### src/rtl/int_ctrl_pkg.sv
// Shared definitions for the priority interrupt controller: register
// offsets, the "no candidate" id and the controller state encoding.
package int_ctrl_pkg;

    localparam logic [1:0] INT_ENABLE = 2'd0;
    localparam logic [1:0] INT_MODE   = 2'd1;
    localparam logic [1:0] INT_CLAIM  = 2'd2;
    localparam logic [1:0] INT_EOI    = 2'd3;

    localparam logic [4:0] INT_NONE   = 5'h1F;

    typedef enum logic [1:0] {
        ST_IDLE,
        ST_SERVICE,
        ST_NESTED
    } int_state_e;

endpackage

### src/rtl/prio_enc.sv
// Lowest-index-first priority encoder with a valid flag. idx is INT_NONE
// when no request bit is set.
module prio_enc
    import int_ctrl_pkg::*;
#(
    parameter int W = 8
) (
    input  logic [W-1:0] req,
    output logic [4:0]   idx,
    output logic         valid
);

    // Scan from the top down so the lowest set index is the last one written.
    always_comb begin
        // NOTE: every output gets a default before the loop so no path leaves
        // it unassigned, which would otherwise infer a latch.
        idx   = INT_NONE;
        valid = 1'b0;
        for (int i = W - 1; i >= 0; i--) begin
            if (req[i]) begin
                idx   = 5'(i);
                valid = 1'b1;
            end
        end
    end

endmodule

### src/rtl/int_ctrl.sv
// Priority interrupt controller feeding one CP0 HWInt line. Sources are
// individually enabled and set to edge or level mode; an in-service vector
// ensures only a strictly higher-priority source can preempt a handler.
module int_ctrl
    import int_ctrl_pkg::*;
#(
    parameter int N_SRC      = 8,
    parameter int HWINT_LINE = 2
) (
    input  logic             clk,
    input  logic             reset,
    input  logic [N_SRC-1:0] src_irq,
    input  logic [1:0]       addr,
    input  logic             we,
    input  logic             re,
    input  logic [31:0]      wdata,
    output logic [31:0]      rdata,
    output logic [5:0]       hwint
);

    localparam logic [N_SRC-1:0] ONE = 1;

    logic [N_SRC-1:0] enable, mode, epend, isr, src_d;
    logic             hwint_q;
    int_state_e       state;

    logic [N_SRC-1:0] rise, pend, below_lvl, claim_mask, eoi_mask;
    logic [N_SRC-1:0] isr_n, epend_n;
    logic [4:0]       lvl_idx, lvl, cand_idx;
    logic             lvl_valid, cand_valid, claim, eoi_en;
    logic             unused_wdata;

    // Upper write-data bits are don't-care for the narrow registers.
    assign unused_wdata = ^wdata;

    assign rise = src_irq & ~src_d;
    assign pend = ((mode & epend) | (~mode & src_irq)) & enable;

    prio_enc #(.W(N_SRC)) u_lvl_enc (
        .req   (isr),
        .idx   (lvl_idx),
        .valid (lvl_valid)
    );

    assign lvl = lvl_valid ? lvl_idx : 5'(N_SRC);

    // Only sources strictly above the current service level may interrupt.
    always_comb begin
        below_lvl = '0;
        for (int i = 0; i < N_SRC; i++) begin
            below_lvl[i] = (i < int'(lvl));
        end
    end

    prio_enc #(.W(N_SRC)) u_cand_enc (
        .req   (pend & below_lvl),
        .idx   (cand_idx),
        .valid (cand_valid)
    );

    // A write on the same cycle as a read suppresses the claim side effect;
    // an EOI with nothing in service is a no-op.
    assign claim  = re && !we && (addr == INT_CLAIM) && cand_valid;
    assign eoi_en = we && (addr == INT_EOI) && (state != ST_IDLE);

    // Out-of-range ids shift out to zero, and ids not in service are masked.
    assign claim_mask = claim  ? (ONE << cand_idx)        : '0;
    assign eoi_mask   = eoi_en ? ((ONE << wdata[4:0]) & isr) : '0;

    // A new edge wins over the clear from its own claim.
    assign epend_n = (epend & ~claim_mask) | rise;
    assign isr_n   = (isr | claim_mask) & ~eoi_mask;

    // Register file, edge capture, service tracking and controller state.
    always_ff @(posedge clk or posedge reset) begin
        if (reset) begin
            enable  <= '0;
            mode    <= '0;
            epend   <= '0;
            isr     <= '0;
            src_d   <= '0;
            hwint_q <= 1'b0;
            state   <= ST_IDLE;
        end else begin
            // NOTE: non-blocking assignments so every register samples the
            // pre-edge values, independent of statement order.
            src_d   <= src_irq;
            epend   <= epend_n;
            isr     <= isr_n;
            hwint_q <= cand_valid;
            if (we && addr == INT_ENABLE) enable <= wdata[N_SRC-1:0];
            if (we && addr == INT_MODE)   mode   <= wdata[N_SRC-1:0];
            if (isr_n == '0)
                state <= ST_IDLE;
            else if ((isr_n & (isr_n - ONE)) == '0)
                state <= ST_SERVICE;
            else
                state <= ST_NESTED;
        end
    end

    // Combinational read mux; unused upper bits read as zero.
    always_comb begin
        rdata = '0;
        case (addr)
            INT_ENABLE: rdata[N_SRC-1:0] = enable;
            INT_MODE:   rdata[N_SRC-1:0] = mode;
            INT_CLAIM:  rdata[4:0]       = cand_idx;
            default:    rdata            = '0;
        endcase
    end

    // Only the configured HWInt bit is ever driven.
    always_comb begin
        hwint             = '0;
        hwint[HWINT_LINE] = hwint_q;
    end

endmodule

### config.mk
export PLATFORM = sky130hd
export DESIGN_NAME = int_ctrl
export DESIGN_NICKNAME = d
export VERILOG_FILES = /design/src/rtl/int_ctrl_pkg.sv /design/src/rtl/prio_enc.sv /design/src/rtl/int_ctrl.sv
export SDC_FILE = /design/constraint.sdc
export NUM_CORES = 1
export LEC_CHECK = 0
export ABC_AREA = 0
export CAP_MARGIN = 20
export CORE_UTILIZATION = 35
export CTS_CLUSTER_SIZE = 30
export DETAILED_ROUTE_END_ITERATION = 6
export DONT_BUFFER_PORTS = 1
export REMOVE_ABC_BUFFERS = 1
export SLEW_MARGIN = 25
export SYNTH_ARGS = -nofsm -noshare
export SYNTH_HDL_FRONTEND = slang
export SYNTH_SLANG_ARGS = --single-unit
### constraint.sdc
create_clock -name clk -period 3 [get_ports clk]
set_input_delay 0.75 -clock clk [delete_from_list [all_inputs] [get_ports clk]]
set_output_delay 0.75 -clock clk [all_outputs]
set_load 0.005 [all_outputs]
# == Word-level counts from Yosys, hierarchy flattened ==
# Cells that the tools add are included.
# word_totals
regBits,43
in_bits,46
out_inout_bits,38
elab_cells,88
# op_classes
addsub,1
n_lt_le_gt_ge,8
eq_ne,3
shift,2
muxes,39
n_bitwise,16
n_reduce_logical,12
# ops
op,n
2-to-1 mux 5 bit,17
bitwise AND 8 bit,9
inverter 8 bit,4
OR 8 bit,3
"less-than comparator 3 x 5 -> 1 bit, first input constant",4
zero test 8 bit,2
2-to-1 mux 1 bit,16
2-to-1 mux 8 bit,2
"left shift 1 x 5 -> 8 bit, first input constant",2
one-hot mux 5 bit (3 select lines),1
"less-than comparator 1 x 5 -> 1 bit, first input constant",2
"less-than comparator 2 x 5 -> 1 bit, first input constant",2
"subtractor 8 x 1 -> 8 bit, second input constant",1
logical AND 1 bit,7
one-hot mux 3 bit (2 select lines),1
"equality test 2 bit, second input constant",2
2-to-1 mux 2 bit,2
"equality test 2 x 1 -> 1 bit, second input constant",1
zero test 2 bit,1
nonzero test 2 bit,1
zero test 1 bit,1

# == Longest topological paths before layout ==
# Gate-level depths: netlist (run 1).
# depth
ltp_word,28
mapped_depth,10
mapped_depth_nobuf,8

# == Hierarchy ==
# A second synthesis (run 1) with hierarchy kept.
# unflattened
hier_cells,271
area_unflattened_um2,2625.0
# modules_own_cells
mod,instances,cells_per_inst,area_per_inst_um2,seq_area_each_um2
int_ctrl,1,245,2454.9,1076.0
prio_enc,2,13,85.1,0.0

# == Least setup slack after synthesis (run 1) ==
# Ideal clock, no wire load.
# synth_path
path_type,input-to-output
from,input port src_irq[2]
to,output port rdata[3]
t_arrival_ns,2.183
required_time_ns,2.250
setup_slack_ns,0.067
cell_stages,7
path_buffers,1
cell_sequence,mux2_2 > and3_1 > clkbuf_1 > or2_2 > a211oi_1 > mux2i_1 > o21ai_0
# synth_between
elab_chain_cells,8
# synth_lines
element,line_no,source
"start, declared",int_ctrl.sv:12,"input logic [N_SRC-1:0] src_irq,"
bitwise AND 8 bit,int_ctrl.sv:37,assign pend = ((mode & epend) | (~mode & src_irq)) & enable;
OR 8 bit,int_ctrl.sv:37,
bitwise AND 8 bit,int_ctrl.sv:37,
bitwise AND 8 bit,int_ctrl.sv:56,".req (pend & below_lvl),"
2-to-1 mux 5 bit (3 in series),prio_enc.sv:20,if (req[i]) begin
one-hot mux 5 bit (3 select lines),int_ctrl.sv:105,case (addr)
"end, declared",int_ctrl.sv:17,"output logic [31:0] rdata,"
# Every way passes these cells.

# == Final worst setup path (run 1) ==
# layout_path
from,register isr[0]
to,output port rdata[0]
# layout_between
elab_chain_cells,12
word_cells_on_any_way,19
cone_classes,7 x order compare; 11 x mux; 1 x bitwise
# layout_lines
element,line_no,source
"start, declared",int_ctrl.sv:23,"logic [N_SRC-1:0] enable, mode, epend, isr, src_d;"
"start signal, assigned",int_ctrl.sv:89,isr <= isr_n;
2-to-1 mux 5 bit / 2-to-1 mux 1 bit (equally long branches),prio_enc.sv:20,
2-to-1 mux 5 bit *,int_ctrl.sv:45,assign lvl = lvl_valid ? lvl_idx : 5'(N_SRC);
less-than comparator 3 x 5 -> 1 bit,int_ctrl.sv:51,below_lvl[i] = (i < int'(lvl));
bitwise AND 8 bit *,int_ctrl.sv:56,
2-to-1 mux 5 bit (6 in series),prio_enc.sv:20,
2-to-1 mux 5 bit *,prio_enc.sv:20,
one-hot mux 5 bit (3 select lines) *,int_ctrl.sv:105,
# Every way passes the cells marked *; elsewhere a longest branch is shown, timed or not.

==> results of run 1 <==
## logic make-up (layout without fill, tap and decap cells)
| logic type | count (synthesis) | count (layout) | synth area share |
|---|---|---|---|
| and+or+nand+nor | 81 | 81 | 0.173 |
| AOI/OAI and AO/OA | 64 | 64 | 0.163 |
| buffers and inverters | 54 | 53 | 0.124 |
| DFF | 43 | 43 | 0.410 |
| muxes | 31 | 31 | 0.129 |
| other | 1 | 29 | 0.00143 |
## through the flow
step           instance area (µm²)  worst slack (ps)  hold WS, ps
4_1_cts                       2890              3.37          414
3_3_place_gp                  2750              -121          406
5_1_grt                       2990             -36.7          426
3_5_place_dp                  2750             -93.0          412
6_report                      2990              64.8          388
2_1_floorplan                 2470               145          400
## cell usage in the layout (no fill, tap or decap), drive strengths merged, types with 7 or more instances in the layout
| cell | Yosys | routed |
|---|---|---|
| a21oi | 8 | 8 |
| buf | 33 | 27 |
| clkbuf | 3 | 7 |
| conb | 1 | 29 |
| dfrtp | 43 | 43 |
| inv | 18 | 17 |
| mux2 | 23 | 23 |
| mux2i | 8 | 8 |
| nand2 | 20 | 20 |
| nand3 | 8 | 8 |
| nor2 | 13 | 13 |
| o21ai | 22 | 22 |
## cells in the mapped netlist (2+ instances only)
master and instances:
sky130_fd_sc_hd__nand4bb_1 2, sky130_fd_sc_hd__or3_1 2, sky130_fd_sc_hd__mux2_2 23, sky130_fd_sc_hd__or2_2 3, sky130_fd_sc_hd__nor2b_1 4, sky130_fd_sc_hd__mux2i_1 8
sky130_fd_sc_hd__o21a_1 5, sky130_fd_sc_hd__clkbuf_1 3, sky130_fd_sc_hd__a21oi_1 8, sky130_fd_sc_hd__o41ai_1 2, sky130_fd_sc_hd__nand3_1 8, sky130_fd_sc_hd__o211ai_1 2
sky130_fd_sc_hd__a211oi_1 3, sky130_fd_sc_hd__o21ai_0 22, sky130_fd_sc_hd__nor3b_1 3, sky130_fd_sc_hd__or4_1 2, sky130_fd_sc_hd__o22ai_1 3, sky130_fd_sc_hd__a31oi_1 2
sky130_fd_sc_hd__inv_1 18, sky130_fd_sc_hd__nand4_1 4, sky130_fd_sc_hd__and2_1 3, sky130_fd_sc_hd__dfrtp_1 43, sky130_fd_sc_hd__nand2_1 20, sky130_fd_sc_hd__nand2b_1 5
sky130_fd_sc_hd__nor2_1 13, sky130_fd_sc_hd__buf_4 30, sky130_fd_sc_hd__nor3_1 5, sky130_fd_sc_hd__a22o_1 3
## routing by layer
metal	wire, µm	track usage	up-vias
li1	-	-	981
met4	124	0.0587	0
met3	455	0.0476	13
met2	2850	0.276	71
met5	0	0	-
met1	2900	0.231	1011
## registers in the layout (all words and copies together) (netlist names)
signal,count
src_d,8
hwint_q,1
enable,8
state,2
epend,8
isr,8
mode,8
## report_power, final
part           internal [mW]  switching [mW]  total (mW)  leakage [nW]
Clock                  0.164           0.193       0.357        0.0422
Combinational          0.555           0.596        1.15         0.776
Sequential             0.701           0.118       0.820         0.491
Total                   1.42           0.908        2.33          1.31
## timing repair
action / CTS / global route
endpoints found under the setup margin: 4 / 4
pin swaps: 5 / 9
gates resized for setup: 15 / 16
buffers inserted: 2 / 4
cloned: 0 / 0
## final timing paths
kind | startpoint | end | slack (ps) | depth (start not counted)
worst max register to register | isr[0] | state[0] | 350 | 9
worst max-delay path | isr[0] | rdata[0] | 60 | 7
worst min-delay path | reset | enable[2] | 390 | 1
max in group asynchronous | reset | isr[3] | 1900 | 2
min in group clk | src_d[1] | epend[1] | 420 | 1
worst min register to register | src_d[1] | epend[1] | 420 | 1
## area by class of cell
class	count	area (µm²)	share of cell area
Timing Repair Buffer	27	210	0.0702
Clock buffer	7	76.3	0.0255
Tap cell	99	124	0.0414
Clock inverter	1	5.00	0.00167
Inverter	18	67.6	0.0226
Multi-Input combinational cell	205	1430	0.478
Sequential cell	43	1080	0.361
==> impl_results.html, run 1 <==
<table>
<tr><th>Metric</th><th>Value</th></tr>
<tr><th colspan="2">Detailed routing</th></tr>
<tr><td>Via total after detailed routing</td><td>2076</td></tr>
<tr><td>Aggregate routed wire length</td><td>6330 µm</td></tr>
<tr><td>Initial drt markers</td><td>120</td></tr>
<tr><td>Number of nets with antenna violations after routing</td><td>0</td></tr>
<tr><td>Detailed-route wire length per cell</td><td>15.8 µm</td></tr>
<tr><td>Detailed-routing iteration count for the pre-antenna-repair pass</td><td>4</td></tr>
<tr><td>Average via count per standard cell</td><td>5.19</td></tr>
<tr><td>Remaining routing DRC violations</td><td>0</td></tr>
<tr><th colspan="2">Clock tree</th></tr>
<tr><td>Library cell used as clock root buffer</td><td>sky130_fd_sc_hd__clkbuf_8</td></tr>
<tr><td>Number of buffers on the longest clock path</td><td>2</td></tr>
<tr><td>Clock transition at the register clock pins on the worst setup and hold paths after CTS</td><td>80 ps</td></tr>
<tr><td>CTS Hold Buffers Added</td><td>0</td></tr>
<tr><td>Clock Latency Late Sink</td><td>300 ps</td></tr>
<tr><td>H-Tree Level Count</td><td>2</td></tr>
<tr><td>TritonCTS clock tree</td><td>yes</td></tr>
<tr><td>Clock net sink count</td><td>43</td></tr>
<tr><td>Number of buffers inserted during clock tree synthesis</td><td>5</td></tr>
<tr><th colspan="2">STA</th></tr>
<tr><td>Shortest clock period the worst path allows after layout</td><td>2940 ps</td></tr>
<tr><td>Final-layout setup total negative slack</td><td>0 ps</td></tr>
<tr><td>Count of final setup violators</td><td>0</td></tr>
<tr><td>Slew Viols, Final</td><td>0</td></tr>
<tr><td>Headroom to the max-slew limit</td><td>0.450</td></tr>
<tr><td>Setup repair after global routing missed its margin</td><td>true</td></tr>
<tr><td>Fmax</td><td>341 MHz</td></tr>
<tr><td>Final worst clock skew</td><td>7.61 ps</td></tr>
<tr><td>Hold violation count in the final report</td><td>0</td></tr>
<tr><td>Post-route clock period utilization</td><td>0.978</td></tr>
<tr><td>Actual slew at the worst max-slew pin</td><td>820 ps</td></tr>
<tr><th colspan="2">Power and ir drop</th></tr>
<tr><td>Leakage power total</td><td>1.31 nW</td></tr>
<tr><td>Worst-case vdd ir drop</td><td>0.257 mV</td></tr>
<tr><td>Overall power after layout</td><td>2.33 mW</td></tr>
<tr><td>Power Density</td><td>778 nW/µm²</td></tr>
<tr><th colspan="2">Critical path</th></tr>
<tr><td>CP startpoint kind</td><td>register</td></tr>
<tr><td>Capturing element type of the critical path</td><td>primary output</td></tr>
<tr><td>Class of the most critical setup path</td><td>reg -&gt; out</td></tr>
<tr><td>Standard cell with the maximum stage delay on the critical path</td><td>sky130_fd_sc_hd__or4_4</td></tr>
<tr><td>Worst EP required</td><td>2250 ps</td></tr>
<tr><td>Gate family responsible for the most delay along the worst path</td><td>simple AND/OR/NAND/NOR gates</td></tr>
<tr><td>Buf+Inv Stages, Crit Path</td><td>1</td></tr>
<tr><td>Ordered list of cells on the worst path</td><td>or4_4 -&gt; buf_4 -&gt; o311ai_4 -&gt; a31o_2 -&gt; nand3_2 -&gt; o21ai_2 -&gt; o21ai_2</td></tr>
<tr><td>Critical Path AT</td><td>2190 ps</td></tr>
<tr><td>Slowest cell delay on critical path</td><td>580 ps</td></tr>
<tr><td>Cell mode on critical path</td><td>sky130_fd_sc_hd__o21ai_2</td></tr>
<tr><td>Worst-path fanout max</td><td>4</td></tr>
<tr><th colspan="2">Layout</th></tr>
<tr><td>Filler Cell Count</td><td>706</td></tr>
<tr><td>Number of antenna repair diodes</td><td>0</td></tr>
<tr><td>Number of standard cells in the layout, taps in and fillers out</td><td>400</td></tr>
<tr><td>Layout Utilization</td><td>0.413</td></tr>
<tr><td>Area delta synth-&gt;final</td><td>14.1%</td></tr>
<tr><td>Share of final-layout standard cells stronger than drive strength 1</td><td>0.266</td></tr>
<tr><td>Number of nets in the finished design</td><td>346</td></tr>
<tr><th colspan="2">Logic synthesis</th></tr>
<tr><td>Part of the Yosys area used for sequential elements</td><td>0.410</td></tr>
<tr><td>Top FF cell, synth</td><td>sky130_fd_sc_hd__dfrtp_1</td></tr>
<tr><td>Area share of the largest cell type after synthesis</td><td>0.410</td></tr>
<tr><td>Library cells used by synthesis</td><td>53</td></tr>
<tr><td>Flip-flop and latch count after synthesis</td><td>43</td></tr>
<tr><td>Synth top area cells</td><td>sky130_fd_sc_hd__dfrtp_1 41%, sky130_fd_sc_hd__mux2_2 9.9%, sky130_fd_sc_hd__buf_4 8.6%, sky130_fd_sc_hd__o21ai_0 4.2%, sky130_fd_sc_hd__mux2i_1 3.1%</td></tr>
<tr><td>Largest area contributor in the synthesized netlist</td><td>sky130_fd_sc_hd__dfrtp_1</td></tr>
<tr><td>Mean cell area of the mapped netlist</td><td>9.57 µm²</td></tr>
<tr><td>FFs w/ async S/R, synth</td><td>1.00</td></tr>
<tr><td>Total standard cell area after synthesis</td><td>2620 µm²</td></tr>
<tr><td>Gate count after technology mapping</td><td>274</td></tr>
<tr><td>Total number of yosys warnings</td><td>0</td></tr>
<tr><td>Count of flip-flops with a built-in enable after synthesis</td><td>0</td></tr>
<tr><th colspan="2">Global routing</th></tr>
<tr><td>Via count of the first global-routing pass</td><td>2047</td></tr>
<tr><td>Grt ovf</td><td>0</td></tr>
<tr><td>Largest net degree at the start of global routing</td><td>24</td></tr>
<tr><td>Total GRT Usage</td><td>0.175</td></tr>
<tr><td>Global-route wire length before repair</td><td>10300 µm</td></tr>
<tr><td>Initial antenna violation count</td><td>0</td></tr>
<tr><th colspan="2">Die</th></tr>
<tr><td>Height of the chip</td><td>88.6 µm</td></tr>
<tr><td>Core Area</td><td>7250 µm²</td></tr>
<tr><td>Die Span X</td><td>88.6 µm</td></tr>
<tr><td>Number of standard-cell rows in the floorplan</td><td>31</td></tr>
<tr><td>Top-level I/O count</td><td>84</td></tr>
<tr><td>Starting Density</td><td>0.362</td></tr>
<tr><td>Die Footprint</td><td>7840 µm²</td></tr>
<tr><th colspan="2">Placed design</th></tr>
<tr><td>Number of instances in the placed design</td><td>386</td></tr>
<tr><td>DPL Wire Length</td><td>4820 µm</td></tr>
<tr><td>Routability-driven placement congestion ratio</td><td>0.918</td></tr>
<tr><td>Number of I/O port buffers</td><td>0</td></tr>
<tr><th colspan="2">Job</th></tr>
<tr><td>Number of maximum-capacitance constraint violations</td><td>0</td></tr>
<tr><th colspan="2">Hold path</th></tr>
<tr><td>Worst hold path class</td><td>in -&gt; async</td></tr>
<tr><th colspan="2">Run status</th></tr>
<tr><td>Result of the run</td><td>complete, no violations</td></tr>
</table>
(Power assumes the default switching activity.)
==> run 2: changes to the inputs <==
--- a/config.mk
+++ b/config.mk
@@ -7,11 +7,13 @@
 export LEC_CHECK = 0
 export ABC_AREA = 0
 export CAP_MARGIN = 20
+export CORE_MARGIN = 2
 export CORE_UTILIZATION = 35
 export CTS_CLUSTER_SIZE = 30
 export DETAILED_ROUTE_END_ITERATION = 6
 export DONT_BUFFER_PORTS = 1
 export REMOVE_ABC_BUFFERS = 1
+export SKIP_CTS_REPAIR_TIMING = 1
 export SLEW_MARGIN = 25
 export SYNTH_ARGS = -nofsm -noshare
 export SYNTH_HDL_FRONTEND = slang
==> run 2 against run 1 <==
Die area is 4.6% higher. Largest power group unchanged. Via count is 0.77% lower. Register-to-register slack better by 30 ps.
==> impl_results.html, run 2 (synthesis gave the netlist of run 1 again) <==
<table>
<tr><th>Metric</th><th>Value</th></tr>
<tr><th colspan="2">Run status</th></tr>
<tr><td>Result of the run</td><td>complete, no violations</td></tr>
<tr><th colspan="2">STA</th></tr>
<tr><td>Post-route clock period utilization</td><td>0.993</td></tr>
<tr><td>Hold violation count in the final report</td><td>0</td></tr>
<tr><td>Hold WS</td><td>382 ps</td></tr>
<tr><td>Shortest clock period the worst path allows after layout</td><td>2980 ps</td></tr>
<tr><td>Slew Viols, Final</td><td>0</td></tr>
<tr><td>Actual slew at the worst max-slew pin</td><td>728 ps</td></tr>
<tr><td>Final worst clock skew</td><td>4.95 ps</td></tr>
<tr><td>Setup repair after global routing missed its margin</td><td>true</td></tr>
<tr><td>Headroom to the max-slew limit</td><td>0.514</td></tr>
<tr><td>Fmax</td><td>336 MHz</td></tr>
<tr><td>Count of final setup violators</td><td>0</td></tr>
<tr><th colspan="2">Placed design</th></tr>
<tr><td>DPL Wire Length</td><td>4980 µm</td></tr>
<tr><td>Number of instances in the placed design</td><td>388</td></tr>
<tr><td>Number of I/O port buffers</td><td>0</td></tr>
<tr><td>Instance area at placement</td><td>2770 µm²</td></tr>
<tr><td>Routability-driven placement congestion ratio</td><td>0.887</td></tr>
<tr><th colspan="2">Detailed routing</th></tr>
<tr><td>Number of nets with antenna violations after routing</td><td>0</td></tr>
<tr><td>Via total after detailed routing</td><td>2060</td></tr>
<tr><td>Initial drt markers</td><td>112</td></tr>
<tr><td>Remaining routing DRC violations</td><td>0</td></tr>
<tr><td>Detailed-route wire length per cell</td><td>16.0 µm</td></tr>
<tr><td>Average via count per standard cell</td><td>5.15</td></tr>
<tr><td>Aggregate routed wire length</td><td>6400 µm</td></tr>
<tr><td>Detailed-routing iteration count for the pre-antenna-repair pass</td><td>4</td></tr>
<tr><th colspan="2">Die</th></tr>
<tr><td>Die Footprint</td><td>8200 µm²</td></tr>
<tr><td>Height of the chip</td><td>90.6 µm</td></tr>
<tr><td>Number of standard-cell rows in the floorplan</td><td>31</td></tr>
<tr><td>Core Area</td><td>7250 µm²</td></tr>
<tr><td>Die Span X</td><td>90.6 µm</td></tr>
<tr><td>Top-level I/O count</td><td>84</td></tr>
<tr><td>Starting Density</td><td>0.362</td></tr>
<tr><th colspan="2">Clock tree</th></tr>
<tr><td>H-Tree Level Count</td><td>2</td></tr>
<tr><td>Clock Latency Late Sink</td><td>300 ps</td></tr>
<tr><td>Library cell used as clock root buffer</td><td>sky130_fd_sc_hd__clkbuf_8</td></tr>
<tr><td>Number of buffers on the longest clock path</td><td>2</td></tr>
<tr><td>Clock transition at the register clock pins on the worst setup and hold paths after CTS</td><td>80 ps</td></tr>
<tr><td>Number of buffers inserted during clock tree synthesis</td><td>5</td></tr>
<tr><td>Clock net sink count</td><td>43</td></tr>
<tr><td>TritonCTS clock tree</td><td>yes</td></tr>
<tr><th colspan="2">Global routing</th></tr>
<tr><td>Largest net degree at the start of global routing</td><td>29</td></tr>
<tr><td>Gr busiest metal</td><td>met2</td></tr>
<tr><td>Total GRT Usage</td><td>0.159</td></tr>
<tr><td>Via count of the first global-routing pass</td><td>2017</td></tr>
<tr><td>Grt ovf</td><td>0</td></tr>
<tr><td>Met2 global-route usage</td><td>0.249</td></tr>
<tr><td>Initial antenna violation count</td><td>0</td></tr>
<tr><td>Met3 track utilization from global routing</td><td>0.0451</td></tr>
<tr><td>Met1 routing resource usage after global routing</td><td>0.215</td></tr>
<tr><td>Global-route wire length before repair</td><td>10400 µm</td></tr>
<tr><th colspan="2">Critical path</th></tr>
<tr><td>Critical Path AT</td><td>2230 ps</td></tr>
<tr><td>Worst setup path start</td><td>isr[1]</td></tr>
<tr><td>Cell depth of the worst flop-to-flop path</td><td>10</td></tr>
<tr><td>CP startpoint kind</td><td>register</td></tr>
<tr><td>Worst-path fanout max</td><td>4</td></tr>
<tr><td>Capturing element type of the critical path</td><td>primary output</td></tr>
<tr><td>Reg2reg start</td><td>isr[1]</td></tr>
<tr><td>Worst EP required</td><td>2250 ps</td></tr>
<tr><td>Class of the most critical setup path</td><td>reg -&gt; out</td></tr>
<tr><th colspan="2">Layout</th></tr>
<tr><td>Number of antenna repair diodes</td><td>0</td></tr>
<tr><td>Filler Cell Count</td><td>710</td></tr>
<tr><td>Area delta synth-&gt;final</td><td>12.7%</td></tr>
<tr><td>Number of standard cells in the layout, taps in and fillers out</td><td>400</td></tr>
<tr><td>Leading cell type in the layout, fill and taps excluded</td><td>sky130_fd_sc_hd__dfrtp_1</td></tr>
<tr><td>Share of final-layout standard cells stronger than drive strength 1</td><td>0.246</td></tr>
<tr><td>Finished layout cell area</td><td>2960 µm²</td></tr>
<tr><td>Layout Utilization</td><td>0.408</td></tr>
<tr><td>Top library cells by usage in the layout, fill and taps aside</td><td>42 x sky130_fd_sc_hd__dfrtp_1, 29 x sky130_fd_sc_hd__conb_1, 27 x sky130_fd_sc_hd__buf_4</td></tr>
<tr><td>Number of nets in the finished design</td><td>346</td></tr>
<tr><th colspan="2">Power and ir drop</th></tr>
<tr><td>Worst-case vdd ir drop</td><td>0.273 mV</td></tr>
<tr><td>Leakage power total</td><td>1.32 nW</td></tr>
<tr><td>Overall power after layout</td><td>2.35 mW</td></tr>
<tr><td>Power Density</td><td>795 nW/µm²</td></tr>
<tr><th colspan="2">Job</th></tr>
<tr><td>Number of maximum-capacitance constraint violations</td><td>0</td></tr>
<tr><th colspan="2">Hold path</th></tr>
<tr><td>Worst hold path class</td><td>in -&gt; async</td></tr>
</table>
[run 2: cell count changes in the layout (fill, tap and decap cells not counted), sizes merged]
| cell | change |
|---|---|
| bufinv | +1 |
| clkbuf | -1 |
| clkinv | -1 |
| inv | +1 |
[run 2: final cells by class]
cell class              count  area (µm²)  area share
flip-flops and latches     43        1080       0.364
well taps                  99         124      0.0419
inverters                  18        67.6      0.0229
clock buffers               6        82.6      0.0279
repair buffers             27         203      0.0686
clock inverters             2        35.0      0.0118
multi-input cells         205        1370       0.463
[run 2: final timing paths]
check	endpoint	slack, ps
worst max-delay path	rdata[4]	20
worst min-delay path	mode[6]	380
worst max register to register	state[0]	380
worst min register to register	epend[3]	430
max in group asynchronous	isr[0]	1960
min in group clk	epend[3]	430
[run 2: where the power goes]
part / leakage, nW / switching (mW) / internal [mW]
Sequential: 0.494 / 0.110 / 0.699
Combinational: 0.762 / 0.548 / 0.516
Clock: 0.0612 / 0.207 / 0.270
[run 2: stage by stage]
stage                     setup slack (ps)  TNS [ps]
after global routing                  -125      -251
after floorplan                        145         0
final                                 19.9         0
after global placement                -120      -218
after detailed placement             -74.3      -126
after CTS                             -188      -612
[run 2: worst max-delay path, stage by stage, from the launching register on]
cell and delay [ps]:
sky130_fd_sc_hd__dfrtp_1 430, sky130_fd_sc_hd__or4_4 580, sky130_fd_sc_hd__buf_4 180, sky130_fd_sc_hd__a21oi_1 220
sky130_fd_sc_hd__a211oi_2 130, sky130_fd_sc_hd__buf_4 160, sky130_fd_sc_hd__mux2i_1 120, sky130_fd_sc_hd__o21ai_1 110
[run 2: layer usage]
metal / up-vias / share of wire
met1: 991 / 0.47
li1: 983 / -
met2: 81 / 0.45
met5: - / 0
met3: 5 / 0.070
met4: 0 / 0.010
